[src/rtl/mdu_issue_arbiter_pkg.sv]
// Shared definitions for the MDU issue arbiter: FSM encoding, M-op selects, default width.
// No logic; constants and types only.
// Imported by the arbiter top and its testbench.
package mdu_issue_arbiter_pkg;

  localparam int XLEN = 64;

  typedef enum logic [1:0] {
    IDLE  = 2'd0,
    ISSUE = 2'd1,
    WAIT  = 2'd2,
    RESP  = 2'd3
  } state_e;

  localparam logic [2:0] F3_MUL    = 3'b000;
  localparam logic [2:0] F3_MULH   = 3'b001;
  localparam logic [2:0] F3_MULHSU = 3'b010;
  localparam logic [2:0] F3_MULHU  = 3'b011;
  localparam logic [2:0] F3_DIV    = 3'b100;
  localparam logic [2:0] F3_DIVU   = 3'b101;
  localparam logic [2:0] F3_REM    = 3'b110;
  localparam logic [2:0] F3_REMU   = 3'b111;

endpackage

[src/rtl/mdu_issue_arbiter_rr_arbiter2.sv]
// Two-requester round-robin grant; pointer flips to the other side after each grant.
// Latency: grant is combinational from requests and enable.
// Backpressure: no grant while i_en is low; pointer only moves when a grant is issued.
module rr_arbiter2 #(
  parameter logic RR_INIT = 1'b0
) (
  input  logic clk,
  input  logic reset_n,
  input  logic i_en,
  input  logic i_req0,
  input  logic i_req1,
  output logic o_gnt0,
  output logic o_gnt1
);

  logic r_ptr;

  // Lone requester always wins; on contention the pointer picks the winner.
  always_comb begin
    o_gnt0 = i_en && i_req0 && (!i_req1 || !r_ptr);
    o_gnt1 = i_en && i_req1 && (!i_req0 ||  r_ptr);
  end

  // Hand priority to the side that was not just served.
  always_ff @(posedge clk or negedge reset_n) begin
    if (!reset_n) begin
      r_ptr <= RR_INIT;
    end else if (o_gnt0) begin
      r_ptr <= 1'b1;
    end else if (o_gnt1) begin
      r_ptr <= 1'b0;
    end
  end

endmodule

[src/rtl/mdu_issue_arbiter.sv]
// Shares one multi-cycle MDU between way0/way1: one op in flight, round-robin issue.
// Latency: accept -> mdu_valid_o next cycle; result presented the cycle after the MDU pulse.
// Backpressure: ways are only granted in IDLE; MDU request held until mdu_ready_i; result held until owner's resultReady_i.
module mdu_issue_arbiter
  import mdu_issue_arbiter_pkg::*;
#(
  parameter int XLEN    = mdu_issue_arbiter_pkg::XLEN,
  parameter int RR_INIT = 0
) (
  input  logic            clk,
  input  logic            reset_n,
  input  logic            flush_i,
  input  logic            way0_valid_i,
  output logic            way0_ready_o,
  input  logic [XLEN-1:0] way0_rs1_i,
  input  logic [XLEN-1:0] way0_rs2_i,
  input  logic [2:0]      way0_funct3_i,
  input  logic            way0_word_i,
  input  logic [4:0]      way0_rdAddr_i,
  input  logic            way1_valid_i,
  output logic            way1_ready_o,
  input  logic [XLEN-1:0] way1_rs1_i,
  input  logic [XLEN-1:0] way1_rs2_i,
  input  logic [2:0]      way1_funct3_i,
  input  logic            way1_word_i,
  input  logic [4:0]      way1_rdAddr_i,
  output logic            way0_resultValid_o,
  input  logic            way0_resultReady_i,
  output logic [XLEN-1:0] way0_result_o,
  output logic [4:0]      way0_rdAddr_o,
  output logic            way1_resultValid_o,
  input  logic            way1_resultReady_i,
  output logic [XLEN-1:0] way1_result_o,
  output logic [4:0]      way1_rdAddr_o,
  output logic            mdu_valid_o,
  input  logic            mdu_ready_i,
  output logic [XLEN-1:0] mdu_rs1_o,
  output logic [XLEN-1:0] mdu_rs2_o,
  output logic [2:0]      mdu_funct3_o,
  output logic            mdu_word_o,
  input  logic            mdu_resultValid_i,
  input  logic [XLEN-1:0] mdu_result_i
);

  state_e          r_state;
  logic            r_owner;    // 0 = way0, 1 = way1
  logic            r_discard;  // in-flight op was flushed; drop its result
  logic [XLEN-1:0] r_rs1;
  logic [XLEN-1:0] r_rs2;
  logic [2:0]      r_funct3;
  logic            r_word;
  logic [4:0]      r_rd;
  logic [XLEN-1:0] r_result;

  logic w_gnt_en;
  logic w_gnt0;
  logic w_gnt1;
  logic w_resp0;
  logic w_resp1;
  logic w_owner_rdy;

  assign w_gnt_en = (r_state == IDLE) && !flush_i;

  rr_arbiter2 #(
    .RR_INIT (1'(RR_INIT))
  ) u_rr (
    .clk     (clk),
    .reset_n (reset_n),
    .i_en    (w_gnt_en),
    .i_req0  (way0_valid_i),
    .i_req1  (way1_valid_i),
    .o_gnt0  (w_gnt0),
    .o_gnt1  (w_gnt1)
  );

  // Grant implies valid, so ready doubles as the accept strobe.
  always_comb begin
    way0_ready_o = w_gnt0;
    way1_ready_o = w_gnt1;
    w_resp0      = (r_state == RESP) && !r_owner;
    w_resp1      = (r_state == RESP) &&  r_owner;
    w_owner_rdy  = r_owner ? way1_resultReady_i : way0_resultReady_i;
  end

  // MDU request and per-way result ports; the non-owner way sees all zeros.
  always_comb begin
    mdu_valid_o        = (r_state == ISSUE);
    mdu_rs1_o          = r_rs1;
    mdu_rs2_o          = r_rs2;
    mdu_funct3_o       = r_funct3;
    mdu_word_o         = r_word;
    way0_resultValid_o = w_resp0 && !flush_i;
    way1_resultValid_o = w_resp1 && !flush_i;
    way0_result_o      = w_resp0 ? r_result : '0;
    way1_result_o      = w_resp1 ? r_result : '0;
    way0_rdAddr_o      = w_resp0 ? r_rd : '0;
    way1_rdAddr_o      = w_resp1 ? r_rd : '0;
  end

  // Issue FSM: latch the granted op, hold the MDU request, catch the result, return it.
  always_ff @(posedge clk or negedge reset_n) begin
    if (!reset_n) begin
      r_state   <= IDLE;
      r_owner   <= 1'b0;
      r_discard <= 1'b0;
      r_rs1     <= '0;
      r_rs2     <= '0;
      r_funct3  <= '0;
      r_word    <= 1'b0;
      r_rd      <= '0;
      r_result  <= '0;
    end else begin
      case (r_state)
        IDLE: begin
          if (w_gnt0 || w_gnt1) begin
            r_owner   <= w_gnt1;
            r_rs1     <= w_gnt1 ? way1_rs1_i    : way0_rs1_i;
            r_rs2     <= w_gnt1 ? way1_rs2_i    : way0_rs2_i;
            r_funct3  <= w_gnt1 ? way1_funct3_i : way0_funct3_i;
            r_word    <= w_gnt1 ? way1_word_i   : way0_word_i;
            r_rd      <= w_gnt1 ? way1_rdAddr_i : way0_rdAddr_i;
            r_discard <= 1'b0;
            r_state   <= ISSUE;
          end
        end
        ISSUE: begin
          // A request once raised is never withdrawn; a flush only marks it dead.
          if (flush_i) r_discard <= 1'b1;
          if (mdu_ready_i) r_state <= WAIT;
        end
        WAIT: begin
          if (mdu_resultValid_i) begin
            r_result <= mdu_result_i;
            if (r_discard || flush_i) begin
              r_discard <= 1'b0;
              r_state   <= IDLE;
            end else begin
              r_state   <= RESP;
            end
          end else if (flush_i) begin
            r_discard <= 1'b1;
          end
        end
        RESP: begin
          if (flush_i || w_owner_rdy) r_state <= IDLE;
        end
        default: r_state <= IDLE;
      endcase
    end
  end

endmodule
[config.mk]
export PLATFORM = sky130hd
export DESIGN_NAME = mdu_issue_arbiter
export DESIGN_NICKNAME = d
export VERILOG_FILES = /design/src/rtl/mdu_issue_arbiter_pkg.sv /design/src/rtl/mdu_issue_arbiter_rr_arbiter2.sv /design/src/rtl/mdu_issue_arbiter.sv
export SDC_FILE = /design/constraint.sdc
export NUM_CORES = 1
export LEC_CHECK = 0
export BUFFER_PORTS_ARGS = -buffer_cell sky130_fd_sc_hd__buf_2
export CORE_AREA = 2 2 239 241
export DETAILED_ROUTE_END_ITERATION = 6
export DIE_AREA = 0 0 241 243
export GPL_TIMING_DRIVEN = 0
export PLACE_DENSITY = 0.43
export SETUP_SLACK_MARGIN = 0.15
export SYNTH_ARGS = -nofsm -noshare
export SYNTH_HDL_FRONTEND = slang
export SYNTH_SLANG_ARGS = --single-unit
[constraint.sdc]
create_clock -name clk -period 4.2 [get_ports clk]
set_input_delay 0.21 -clock clk [delete_from_list [all_inputs] [get_ports clk]]
set_output_delay 0.21 -clock clk [all_outputs]
set_load 0.005 [all_outputs]
---- Yosys cells after proc, flatten, opt, wreduce, memory -nomap -nowiden ----
Cells that the tools add are included.
word-level totals
  flip-flop bits (word level) ............. 206
  bits of input ports ..................... 347
  output and inout port bits .............. 275
  logic and storage cells ................. 67
operators by class
  eq/ne operators ......................... 8
  multiplexer cells ....................... 23
  reduce and logical (&&, ||, !) cells .... 26
operator list
  operator                                               number
  two-way mux 64 bit                                     4
  two-way mux 5 bit                                      3
  two-way mux 2 bit                                      5
  logical AND 1 bit                                      9
  two-way mux 1 bit                                      8
  case mux 2 bit (4 select lines)                        1
  inequality test 2 x 1 -> 1 bit, second input constant  3
  logical NOT 1 bit                                      5
  logical OR 1 bit                                       5
  equality test 2 bit, second input constant             2
  AND reduction 2 bit                                    2
  AND reduction 4 bit                                    1
  two-way mux 3 bit                                      1
  inequality test 3 bit, second input constant           1
  case mux 1 bit (3 select lines)                        1
  AND reduction 3 bit                                    1
  nonzero test 3 bit                                     1
  equality test 2 x 1 -> 1 bit, second input constant    1
  logical NOT 2 bit                                      1
  inequality test 2 bit, second input constant           1
  nonzero test 2 bit                                     1

---- Depth between registers and ports, before layout ----
Gate-level depths: netlist (run 1).
  depth in word-level cells ............... 7
  mapped depth ............................ 9
  depth with buffers taken out ............ 6

---- Hierarchy ----
Synthesis (run 1) repeated with hierarchy kept, for this count alone.
second synthesis, totals
  cells, all modules ...................... 935
  area total of the unflattened synthesis .. 10025.9 sq um
modules (own cells, without submodules)
  module             instances  cells each  area an instance (sq um)
  mdu_issue_arbiter  1          927         9964.6
  rr_arbiter2        1          8           61.3

---- Worst setup path after synthesis (run 1) ----
OpenSTA, ideal clock, no wires.
  path kind ............................... register -> register
  from .................................... reg r_state[0]
  to ...................................... reg r_funct3[0] (netlist: mdu_funct3_o[0])
  library setup time ...................... 0.132 ns
  arrival time ............................ 1.674 ns
  path slack .............................. 2.394 ns
  cell stages (with the launch flop) ...... 10
  buffers on the path ..................... 3
  clock period less this slack ............ 1.806 ns
  cell sequence ........................... dfrtp_1 > inv_1 > ha_1 > nor2b_4 > and3_1 > buf_6 > buf_12 > buf_12 > mux2i_1 > o21ai_1
on the way
  cells in the longest elaborated chain, start to end .. 6
  elaborated cells between the ends (all ways) .. 9
  classes of those cells .................. 1 x mux; 8 x reduce/logical
ends and longest elaborated chain
  element                                             line                                                                      text
  start: declaration                                  mdu_issue_arbiter.sv:45                                                   state_e r_state;
  start signal: assignment                            mdu_issue_arbiter.sv:103                                                  r_state <= IDLE;
  start signal: assignment                            mdu_issue_arbiter.sv:123                                                  r_state <= ISSUE;
  start signal: assignment                            mdu_issue_arbiter.sv:129                                                  if (mdu_ready_i) r_state <= WAIT;
  logical NOT 2 bit *                                 mdu_issue_arbiter.sv:62, mdu_issue_arbiter.sv:113
  logical AND 1 bit                                   mdu_issue_arbiter.sv:62                                                   assign w_gnt_en = (r_state == IDLE) && !flush_i;
  logical AND 1 bit (on tied branches) (2 in series)  mdu_issue_arbiter_rr_arbiter2.sv:20, mdu_issue_arbiter_rr_arbiter2.sv:21
  logical OR 1 bit                                    mdu_issue_arbiter.sv:115                                                  if (w_gnt0 || w_gnt1) begin
  AND reduction 2 bit (no source line)                n/a
  end signal: assignment                              mdu_issue_arbiter.sv:119                                                  r_funct3 <= w_gnt1 ? way1_funct3_i : way0_funct3_i;
  end: declaration                                    mdu_issue_arbiter.sv:50                                                   logic [2:0] r_funct3;
Every way passes the cells marked *; elsewhere a longest branch is shown, timed or not.
A chain may end at the register's enable or synchronous reset.

---- Worst setup path in the final report (run 1) ----
  from .................................... reg r_state[1]
  to ...................................... out way0_result_o[31]
on the way
  cells in the longest elaborated chain, start to end .. 3
ends and longest elaborated chain
  element              line                     text
  equality test 2 bit  mdu_issue_arbiter.sv:80  w_resp0 = (r_state == RESP) && !r_owner;
  logical AND 1 bit    mdu_issue_arbiter.sv:80
  two-way mux 64 bit   mdu_issue_arbiter.sv:94  way0_result_o = w_resp0 ? r_result : '0;
  end: declaration     mdu_issue_arbiter.sv:29  output logic [XLEN-1:0] way0_result_o,
No other way between the ends.

==> impl_metrics.env, run 1 <==
export IMPL_synth_seq_cells=206
export IMPL_grt_pass1_wl_um=66200
export IMPL_power_mw=10.0
export IMPL_h_tree_depth=1
export IMPL_grt_max_degree=107
export IMPL_dieArea_um2=58600
export IMPL_fin_skew_ns=0.00856
export IMPL_clockBufferDepth=3
export IMPL_slowest_delay_ns=0.62
export IMPL_p_leak_nw=9.10
export IMPL_maxSlewViolCount=0
export IMPL_min_period_ns=3.27
export IMPL_worstPathRequired_ns=3.99
export IMPL_rows=87
export IMPL_clock_root_buffer="clkbuf_16"
export IMPL_start_util_pct=18.1
export IMPL_setup_ws_ns=0.931
export IMPL_drc_errors=0
export IMPL_grt_pass1_vias=11600
export IMPL_yosysUniqueCellTypes=29
export IMPL_wl_per_cell_um=16.8
export IMPL_ant_nets=0
export IMPL_ys_warn_count=0
export IMPL_clkLatencyLatePin_ns=0.54
export IMPL_tns_ns=0
export IMPL_finish_net_count=2246
export IMPL_cts_tree="yes"
export IMPL_place_congestion=0.878
export IMPL_cpLargestDelayFamily="buffers and inverters"
export IMPL_cp_slowest_cell="nor2b_1"
export IMPL_antenna_found_initial=1
export IMPL_post_place_ws_ns=1.50
export IMPL_fp_dieH_um=243
export IMPL_synthToLayoutAreaGrowth_pct=80.5
export IMPL_fill_cells=5870
export IMPL_drive_gt1_share_pct=40.3
export IMPL_wl_um=44900
export IMPL_crit_path_end_kind="output port"
export IMPL_drt_initial_drc_count=284
export IMPL_tightest_slew_ns=0.841
export IMPL_dr_pass1_iters=4
export IMPL_rsz0062_at_grt="no"
export IMPL_synth_top_cell_area_share_pct=51.0
export IMPL_dpl_hpwl_um=34300
export IMPL_dieWidth_um=241
export IMPL_cts_setup_buffers=0
export IMPL_grt_overflow_total=0
export IMPL_crit_chain="ha_1, clkbuf_1, nor2b_1, clkbuf_1, and2_1, buf_2"
export IMPL_yosysTopAreaCell="dfrtp_1"
export IMPL_slew_limit_headroom_pct=43.9
export IMPL_core_um2=56000
export IMPL_timing_final_crit_share_pct=77.8
export IMPL_clock_fmax_mhz=306
export IMPL_worstPathMaxFanout=10
export IMPL_grt_total_usage_pct=14.7
export IMPL_finalSetupViolCount=0
export IMPL_cp_arrival_ns=3.06
export IMPL_numClockSinks=206
export IMPL_fin_worst_hold_slack_ns=0.0214
export IMPL_postSynthAreaPerCell_um2=10.8
export IMPL_buffer_ports_inserted=621
export IMPL_synth_yosys_seq_area_share_pct=51.0
export IMPL_power_density_nw_per_um2=550
export IMPL_ios=622
export IMPL_cp_start_kind="flip-flop"
export IMPL_crit_type="flip-flop to output port"
export IMPL_hold_path_class="input pin to flip-flop"
export IMPL_cp_num_buf_inv=3
export IMPL_vias=10800
export IMPL_postLayoutCoreUtil_pct=32.6
export IMPL_hold_violations=0
export IMPL_numCtsBuffers=27
export IMPL_vias_per_cell=4.05
export IMPL_maxCapViolations=0
export IMPL_synthesis_area_um2=10100
export IMPL_synth_area_top_cells="dfrtp_1 51%, mux2i_1 14%, mux2_2 7.1%"
export IMPL_postSynthCellCount=933
export IMPL_synth_fp_nets=1285
export IMPL_outcome="complete, no violations"
export IMPL_ir_drop_v=0.000239
export IMPL_cts_clk_slew_worst_paths_ns=0.06
export IMPL_cp_common_cell="clkbuf_1"
## flip-flops by register name, summed over array words and instances (netlist names)
signal	flops
r_state	2
mdu_funct3_o	3
mdu_rs2_o	64
r_discard	1
r_result	64
mdu_word_o	1
mdu_rs1_o	64
r_rd	5
u_rr.r_ptr	1
r_owner	1
## report_power, final
| part | leakage (nW) | total [mW] | switching, mW | internal, mW |
|---|---|---|---|---|
| registers | 2.54 | 3.52 | 0.588 | 2.93 |
| clock network | 0.456 | 2.43 | 0.917 | 1.52 |
| logic | 6.10 | 4.08 | 2.07 | 2.02 |
## stage by stage
stage / cell area, um2 / cells
4_1_cts: 18200 / 2670
2_1_floorplan: 10100 / 933
5_1_grt: 18200 / 2670
6_report: 18200 / 2671
3_3_place_gp: 14200 / 2310
3_5_place_dp: 14200 / 2311
## logic make-up (layout without fill, tap and decap cells)
group | after synthesis | count (layout) | share of synthesized area, %
flip-flops | 206 | 206 | 51.0
AO/OA/AOI/OAI | 153 | 153 | 7.87
other | 0 | 1 | 0
multiplexers | 202 | 202 | 20.8
buffers and inverters | 79 | 1060 | 5.32
AND/OR/NAND/NOR | 288 | 288 | 14.4
adder cells (fa/ha/maj) | 5 | 5 | 0.619
## metal layers
layer,vias up,wire length (um),track usage [%]
met4,0,1410,5.30
met3,67,2970,3.15
met1,5179,17300,15.7
li1,5138,-,-
met2,436,23200,27.7
met5,-,0,0
## cell usage after synthesis
| master | n |
|---|---|
| ha_1 | 5 |
| nand3b_1 | 1 |
| nor2_1 | 2 |
| o21ai_2 | 1 |
| a41oi_1 | 1 |
| a31o_2 | 1 |
| nand2b_1 | 1 |
| buf_4 | 2 |
| nor2b_1 | 3 |
| buf_12 | 11 |
| buf_2 | 23 |
| mux2i_1 | 138 |
| nor2b_4 | 1 |
| buf_8 | 1 |
| mux2_2 | 64 |
| and3_1 | 70 |
| inv_1 | 4 |
| o21bai_1 | 3 |
| clkbuf_1 | 36 |
| a31oi_1 | 3 |
| o221ai_1 | 1 |
| buf_6 | 2 |
| o21ai_0 | 29 |
| dfrtp_1 | 206 |
| and2_1 | 69 |
| a21oi_1 | 5 |
| a221oi_1 | 1 |
| nand2_1 | 141 |
| o21ai_1 | 108 |
## cell usage in the layout (no fill, tap or decap), types with 2 or more instances in the layout
cell	Yosys	routed
a21oi_1	5	5
a31oi_1	3	3
and2_1	69	69
and3_1	70	70
buf_12	11	11
buf_2	23	643
buf_4	2	2
buf_6	2	2
buf_8	1	2
bufinv_16	0	4
clkbuf_1	36	41
clkbuf_16	0	27
clkbuf_8	0	5
clkinv_2	0	3
clkinvlp_4	0	2
dfrtp_1	206	206
dlygate4sd3_1	0	310
ha_1	5	5
inv_1	4	4
inv_6	0	2
mux2_2	64	64
mux2i_1	138	138
nand2_1	141	141
nor2_1	2	2
nor2b_1	3	3
o21ai_0	29	29
o21ai_1	108	108
o21bai_1	3	3
## final timing paths
path	startpoint	cells after the start	to	slack [ns]
max reg2reg	r_state[1]	10	mdu_rs2_o[18]	1.45
min in group asynchronous	reset_n	2	r_result[46]	0.28
min	way0_rs1_i[19]	3	mdu_rs1_o[19]	0.02
max	r_state[1]	6	way0_result_o[31]	0.93
max in group asynchronous	reset_n	3	mdu_rs1_o[12]	2.86
min reg2reg	mdu_rs1_o[25]	2	mdu_rs1_o[25]	0.47
## final cells by class
cell class	instances	area, um2	share of cell area [%]
repair buffers	932	6250	34.3
flip-flops and latches	206	5150	28.3
well taps	756	946	5.19
inverters	4	15.0	0.0823
plain buffers	75	523	2.87
clock inverters	12	176	0.967
multi-input cells	648	4410	24.2
diodes	1	2.50	0.0137
clock buffers	37	763	4.18
## worst min-delay path, stage by stage
cell and delay (ns):
buf_2 0.08, mux2i_1 0.07, o21ai_0 0.15
## repair_timing
action,4_1_cts,5_1_grt
hold buffers,310,0
endpoints found under the setup margin,0,0
endpoints found under the hold margin,289,0
resized for setup,0,0
(Power assumes the default switching activity.)
==> inputs of run 2 (changes only) <==
Settings changed: CORE_AREA 2 2 239 241 to 2 2 240 242, DIE_AREA 0 0 241 243 to 0 0 242 244, PLACE_DENSITY 0.43 to 0.44.
Clock period 4.2 ns to 2.7 ns, I/O delays scaled along.
==> impl_metrics.env, run 2 (synthesized netlist as in run 1, its figures left out) <==
export IMPL_cts_tree="yes"
export IMPL_antenna_found_initial=2
export IMPL_grt_pass1_vias=12100
export IMPL_crit_chain="inv_2, ha_2, nor2b_4, and3_1, buf_6, buf_12, mux2i_1, dlygate4sd3_1, o21ai_0"
export IMPL_vias_per_cell=4.12
export IMPL_worstPathRequired_ns=3.10
export IMPL_buffer_ports_inserted=621
export IMPL_dr_pass1_iters=4
export IMPL_wl_per_cell_um=18.0
export IMPL_power_mw=15.2
export IMPL_drive_gt1_share_pct=40.4
export IMPL_drc_errors=0
export IMPL_timing_rr_end="mdu_rs1_o[20]"
export IMPL_grt_max_degree=112
export IMPL_min_period_ns=2.40
export IMPL_fin_skew_ns=0.0125
export IMPL_rows=87
export IMPL_ff2ff_setup_slack_ns=0.30
export IMPL_grt_overflow_total=0
export IMPL_tightest_slew_ns=0.864
export IMPL_pwr_share_seq_pct=36.0
export IMPL_grt_pass1_wl_um=72800
export IMPL_hold_path_class="input pin to flip-flop"
export IMPL_cts_clk_slew_worst_paths_ns=0.06
export IMPL_final_cell_mix="641 x buf_2, 341 x dlygate4sd3_1, 205 x dfrtp_1"
export IMPL_worstPathMaxFanout=10
export IMPL_p_sw_mw=5.54
export IMPL_crit_start="r_state[1]"
export IMPL_core_um2=56200
export IMPL_slowest_delay_ns=0.57
export IMPL_fill_cells=5845
export IMPL_maxCapViolations=0
export IMPL_dieArea_um2=59000
export IMPL_h_tree_depth=1
export IMPL_p_leak_nw=9.24
export IMPL_finish_net_count=2281
export IMPL_slew_limit_headroom_pct=42.4
export IMPL_crit_path_end_kind="flip-flop"
export IMPL_numClockSinks=206
export IMPL_final_common_cell="buf_2"
export IMPL_fin_worst_hold_slack_ns=0.00866
export IMPL_antenna_diode_count=0
export IMPL_numCtsBuffers=26
export IMPL_place_congestion=0.983
export IMPL_maxSlewViolCount=0
export IMPL_timing_final_crit_share_pct=88.9
export IMPL_cp_arrival_ns=2.80
export IMPL_rsz0062_at_grt="no"
export IMPL_clock_root_buffer="clkbuf_16"
export IMPL_sw_frac_of_total_pct=36.3
export IMPL_crit_cells=9
export IMPL_r2r_start="r_state[1]"
export IMPL_dpl_hpwl_um=35400
export IMPL_ios=622
export IMPL_power_density_nw_per_um2=823
export IMPL_synthToLayoutAreaGrowth_pct=83.3
export IMPL_fp_dieH_um=244
export IMPL_outcome="complete, no violations"
export IMPL_finalSetupViolCount=0
export IMPL_endpoint="mdu_rs1_o[20]"
export IMPL_regArea_um2=5160
export IMPL_cp_num_buf_inv=4
export IMPL_dieWidth_um=242
export IMPL_drt_initial_drc_count=366
export IMPL_clockPowerShare_pct=22.3
export IMPL_cp_slowest_cell="dlygate4sd3_1"
export IMPL_cp_start_kind="flip-flop"
export IMPL_power_frac_comb_pct=41.7
export IMPL_hold_violations=0
export IMPL_clockBufferDepth=3
export IMPL_wl_um=48800
export IMPL_cpLargestDelayFamily="buffers and inverters"
export IMPL_multi_input_area_um2=4420
export IMPL_ant_nets=0
export IMPL_reg2reg_depth=9
export IMPL_crit_type="flip-flop to flip-flop"
export IMPL_clkLatencyLatePin_ns=0.54
export IMPL_vias=11100
export IMPL_start_util_pct=18.0
export IMPL_ir_drop_v=0.000379
export IMPL_clock_fmax_mhz=417
export IMPL_intPower_mw=9.70
export IMPL_grt_total_usage_pct=15.9
run 2: changes by cell type in the layout (fill, tap and decap cells not counted), moves of 3 or more:
cell,delta
dlygate4sd3_1,+31
clkbuf_2,+8
bufinv_16,-3
clkbuf_1,-8
buf_4,+8
run 2: power by group through the flow:
stage                     Combinational, mW  Sequential [mW]  Clock (mW)
after detailed placement               5.96             5.51           0
after global placement                 5.90             5.48           0
after global routing                   7.00             5.68        3.67
after floorplan                        2.92             5.34           0
after CTS                              6.41             5.49        3.53
final                                  6.35             5.49        3.40
run 2: per-stage QoR:
step	cell area [um2]	utilization, %	setup WS (ns)	cells	setup TNS, ns
5_1_grt	18500	33.0	0.163	2702	0
4_1_cts	18500	32.9	0.153	2701	0
2_1_floorplan	10100	-	0.894	933	0
3_3_place_gp	14200	25.2	-2.33	2310	-470.07
6_report	18500	33.0	0.301	2702	0
3_5_place_dp	14200	25.3	0.00103	2311	0
run 2: final cells by class:
type,instances,share of cell area (%)
multi-input cells,648,23.9
flip-flops and latches,206,27.8
clock inverters,6,0.297
well taps,756,5.11
repair buffers,969,35.7
inverters,4,0.0811
plain buffers,74,2.98
clock buffers,39,4.16
run 2: timing repair:
action | CTS | global route
setup buffers | 5 | 1
endpoints found under the hold margin | 297 | 1
hold buffers | 340 | 1
gates cloned | 0 | 0
endpoints found under the setup margin | 219 | 150
resized for setup | 15 | 7
run 2: tightest hold or removal path: cells and delay by family:
kind            cells  cell delay, ns
compound gates      1            0.15
buf+inv             1            0.08
mux                 1            0.14
run 2: worst min path at each step:
stage / startpoint / end / slack, ns / cells past startpoint
after floorplan: reset_n / mdu_funct3_o[0] / -0.16 / 0
after global placement: mdu_result_i[61] / r_result[61] / 0.37 / 2
after detailed placement: reset_n / r_result[4] / 0.21 / 1
after CTS: way0_rs2_i[46] / mdu_rs2_o[46] / 0.02 / 3
after global routing: way1_rs2_i[46] / mdu_rs2_o[46] / 0.003 / 3
final: way1_rs2_i[46] / mdu_rs2_o[46] / 0.009 / 3
run 2: metal layers:
layer	wire length, um	global-route usage (%)	vias to the layer above
met5	14	0	-
met4	2130	7.23	2
li1	-	-	5218
met3	3140	3.48	112
met1	18500	17.4	5266
met2	25000	29.3	543
==> inputs of run 3 (changes only) <==
Settings changed: SETUP_SLACK_MARGIN 0.15 to 0.4.
==> impl_metrics.env, run 3 (synthesized netlist as in run 1, its figures left out) <==
export IMPL_finish_net_count=2291
export IMPL_numCtsBuffers=26
export IMPL_fin_worst_hold_slack_ns=0.0875
export IMPL_placed_cells=2311
export IMPL_multi_input_area_um2=4470
export IMPL_reg2reg_depth=9
export IMPL_slowest_delay_ns=0.43
export IMPL_h_tree_depth=1
export IMPL_crit_type="flip-flop to output port"
export IMPL_wl_um=49300
export IMPL_fin_skew_ns=0.00989
export IMPL_maxSlewViolCount=0
export IMPL_dr_pass1_iters=6
export IMPL_grt_pass1_vias=12200
export IMPL_fp_dieH_um=244
export IMPL_min_period_ns=2.21
export IMPL_antenna_found_initial=2
export IMPL_ir_drop_v=0.000378
export IMPL_clock_fmax_mhz=453
export IMPL_regArea_um2=5160
export IMPL_buffer_ports_inserted=621
export IMPL_worstPathRequired_ns=2.57
export IMPL_sw_frac_of_total_pct=36.2
export IMPL_cp_slowest_cell="dfrtp_1"
export IMPL_dieWidth_um=242
export IMPL_vias_per_cell=4.15
export IMPL_core_um2=56200
export IMPL_clock_root_buffer="clkbuf_16"
export IMPL_vias=11200
export IMPL_setup_ws_ns=0.491
export IMPL_tightest_slew_ns=0.856
export IMPL_p_sw_mw=5.60
export IMPL_grt_overflow_total=0
export IMPL_grt_pass1_wl_um=73300
export IMPL_antenna_diode_count=0
export IMPL_power_frac_comb_pct=42.5
export IMPL_worstPathMaxFanout=10
export IMPL_post_place_ws_ns=0.00103
export IMPL_cp_start_kind="flip-flop"
export IMPL_cts_clk_slew_worst_paths_ns=0.06
export IMPL_cp_arrival_ns=2.07
export IMPL_place_congestion=0.983
export IMPL_clockPowerShare_pct=22.0
export IMPL_r2r_start="r_state[0]"
export IMPL_crit_start="r_state[0]"
export IMPL_timing_rr_end="mdu_rs2_o[41]"
export IMPL_slew_limit_headroom_pct=42.9
export IMPL_rsz0062_at_grt="yes"
export IMPL_numClockSinks=206
export IMPL_ff2ff_setup_slack_ns=0.49
export IMPL_final_cell_count_no_fill=2712
export IMPL_final_cell_mix="638 x buf_2, 342 x dlygate4sd3_1, 205 x dfrtp_1"
export IMPL_clockBufferDepth=3
export IMPL_crit_chain="ha_4, buf_8, clkbuf_2, and3_1, buf_2"
export IMPL_final_common_cell="buf_2"
export IMPL_endpoint="way1_result_o[63]"
export IMPL_drive_gt1_share_pct=41.0
export IMPL_dpl_hpwl_um=35400
export IMPL_synthToLayoutAreaGrowth_pct=85.4
export IMPL_wl_per_cell_um=18.2
export IMPL_timing_final_crit_share_pct=81.8
export IMPL_maxCapViolations=0
export IMPL_ant_nets=0
export IMPL_dieArea_um2=59000
export IMPL_rows=87
export IMPL_ios=622
export IMPL_power_density_nw_per_um2=826
export IMPL_fill_cells=5839
export IMPL_clkLatencyLatePin_ns=0.54
export IMPL_p_leak_nw=9.33
export IMPL_postLayoutCoreUtil_pct=33.4
export IMPL_tns_ns=0
export IMPL_intPower_mw=9.87
export IMPL_drt_initial_drc_count=397
export IMPL_hold_violations=0
export IMPL_cts_tree="yes"
export IMPL_drc_errors=0
export IMPL_grt_total_usage_pct=16.0
export IMPL_finalSetupViolCount=0
export IMPL_pwr_share_seq_pct=35.5
export IMPL_outcome="complete, no violations"
export IMPL_grt_max_degree=112
export IMPL_hold_path_class="input pin to flip-flop"
export IMPL_crit_path_end_kind="output port"
export IMPL_start_util_pct=18.0
run 3: stage by stage:
step | area (um2) | total power, mW
after CTS | 18600 | 15.5
final | 18700 | 15.5
after floorplan | 10100 | 8.26
after detailed placement | 14200 | 11.5
after global routing | 18700 | 16.6
after global placement | 14200 | 11.4
run 3: repair_timing:
item,in CTS,in global routing
pin swaps,0,1
buffers inserted,10,3
resized for setup,38,16
endpoints found under the setup margin,279,176
gates cloned,0,1
endpoints found under the hold margin,298,0
hold buffers,342,0
run 3: metal layers:
layer  vias to the layer above  wire length, um  track usage (%)
li1                       5234                -                -
met1                      5335            18800             17.5
met2                       549            25200             29.4
met3                       126             3150             3.61
met4                         2             2160             7.39
met5                         -               14                0
run 3: area by class of cell:
type,instances,area share (%)
repair buffers,978,35.8
flip-flops and latches,206,27.5
multi-input cells,648,23.9
well taps,756,5.05
clock buffers,39,4.11
plain buffers,75,3.31
clock inverters,6,0.294
inverters,4,0.0801
run 3: worst min path at each step:
stage	start	endpoint	cells past startpoint
2_1_floorplan	reset_n	mdu_funct3_o[0]	0
3_3_place_gp	mdu_result_i[61]	r_result[61]	2
3_5_place_dp	reset_n	r_result[4]	1
4_1_cts	mdu_ready_i	r_state[0]	4
5_1_grt	mdu_ready_i	r_state[0]	4
6_report	mdu_ready_i	r_state[0]	4
run 3: critical path, delay by kind of cell, from the launching register on:
| kind | cells | cell delay (ns) |
|---|---|---|
| adder cells (fa/ha/maj) | 1 | 0.18 |
| flip-flops | 1 | 0.43 |
| AND/OR/NAND/NOR | 1 | 0.34 |
| buffers and inverters | 3 | 0.58 |
run 3: power groups by stage:
stage	registers, mW	logic, mW	clock network [mW]
after global placement	5.48	5.90	0
after floorplan	5.34	2.92	0
after detailed placement	5.51	5.96	0
final	5.49	6.57	3.41
after global routing	5.68	7.22	3.67
after CTS	5.48	6.52	3.53
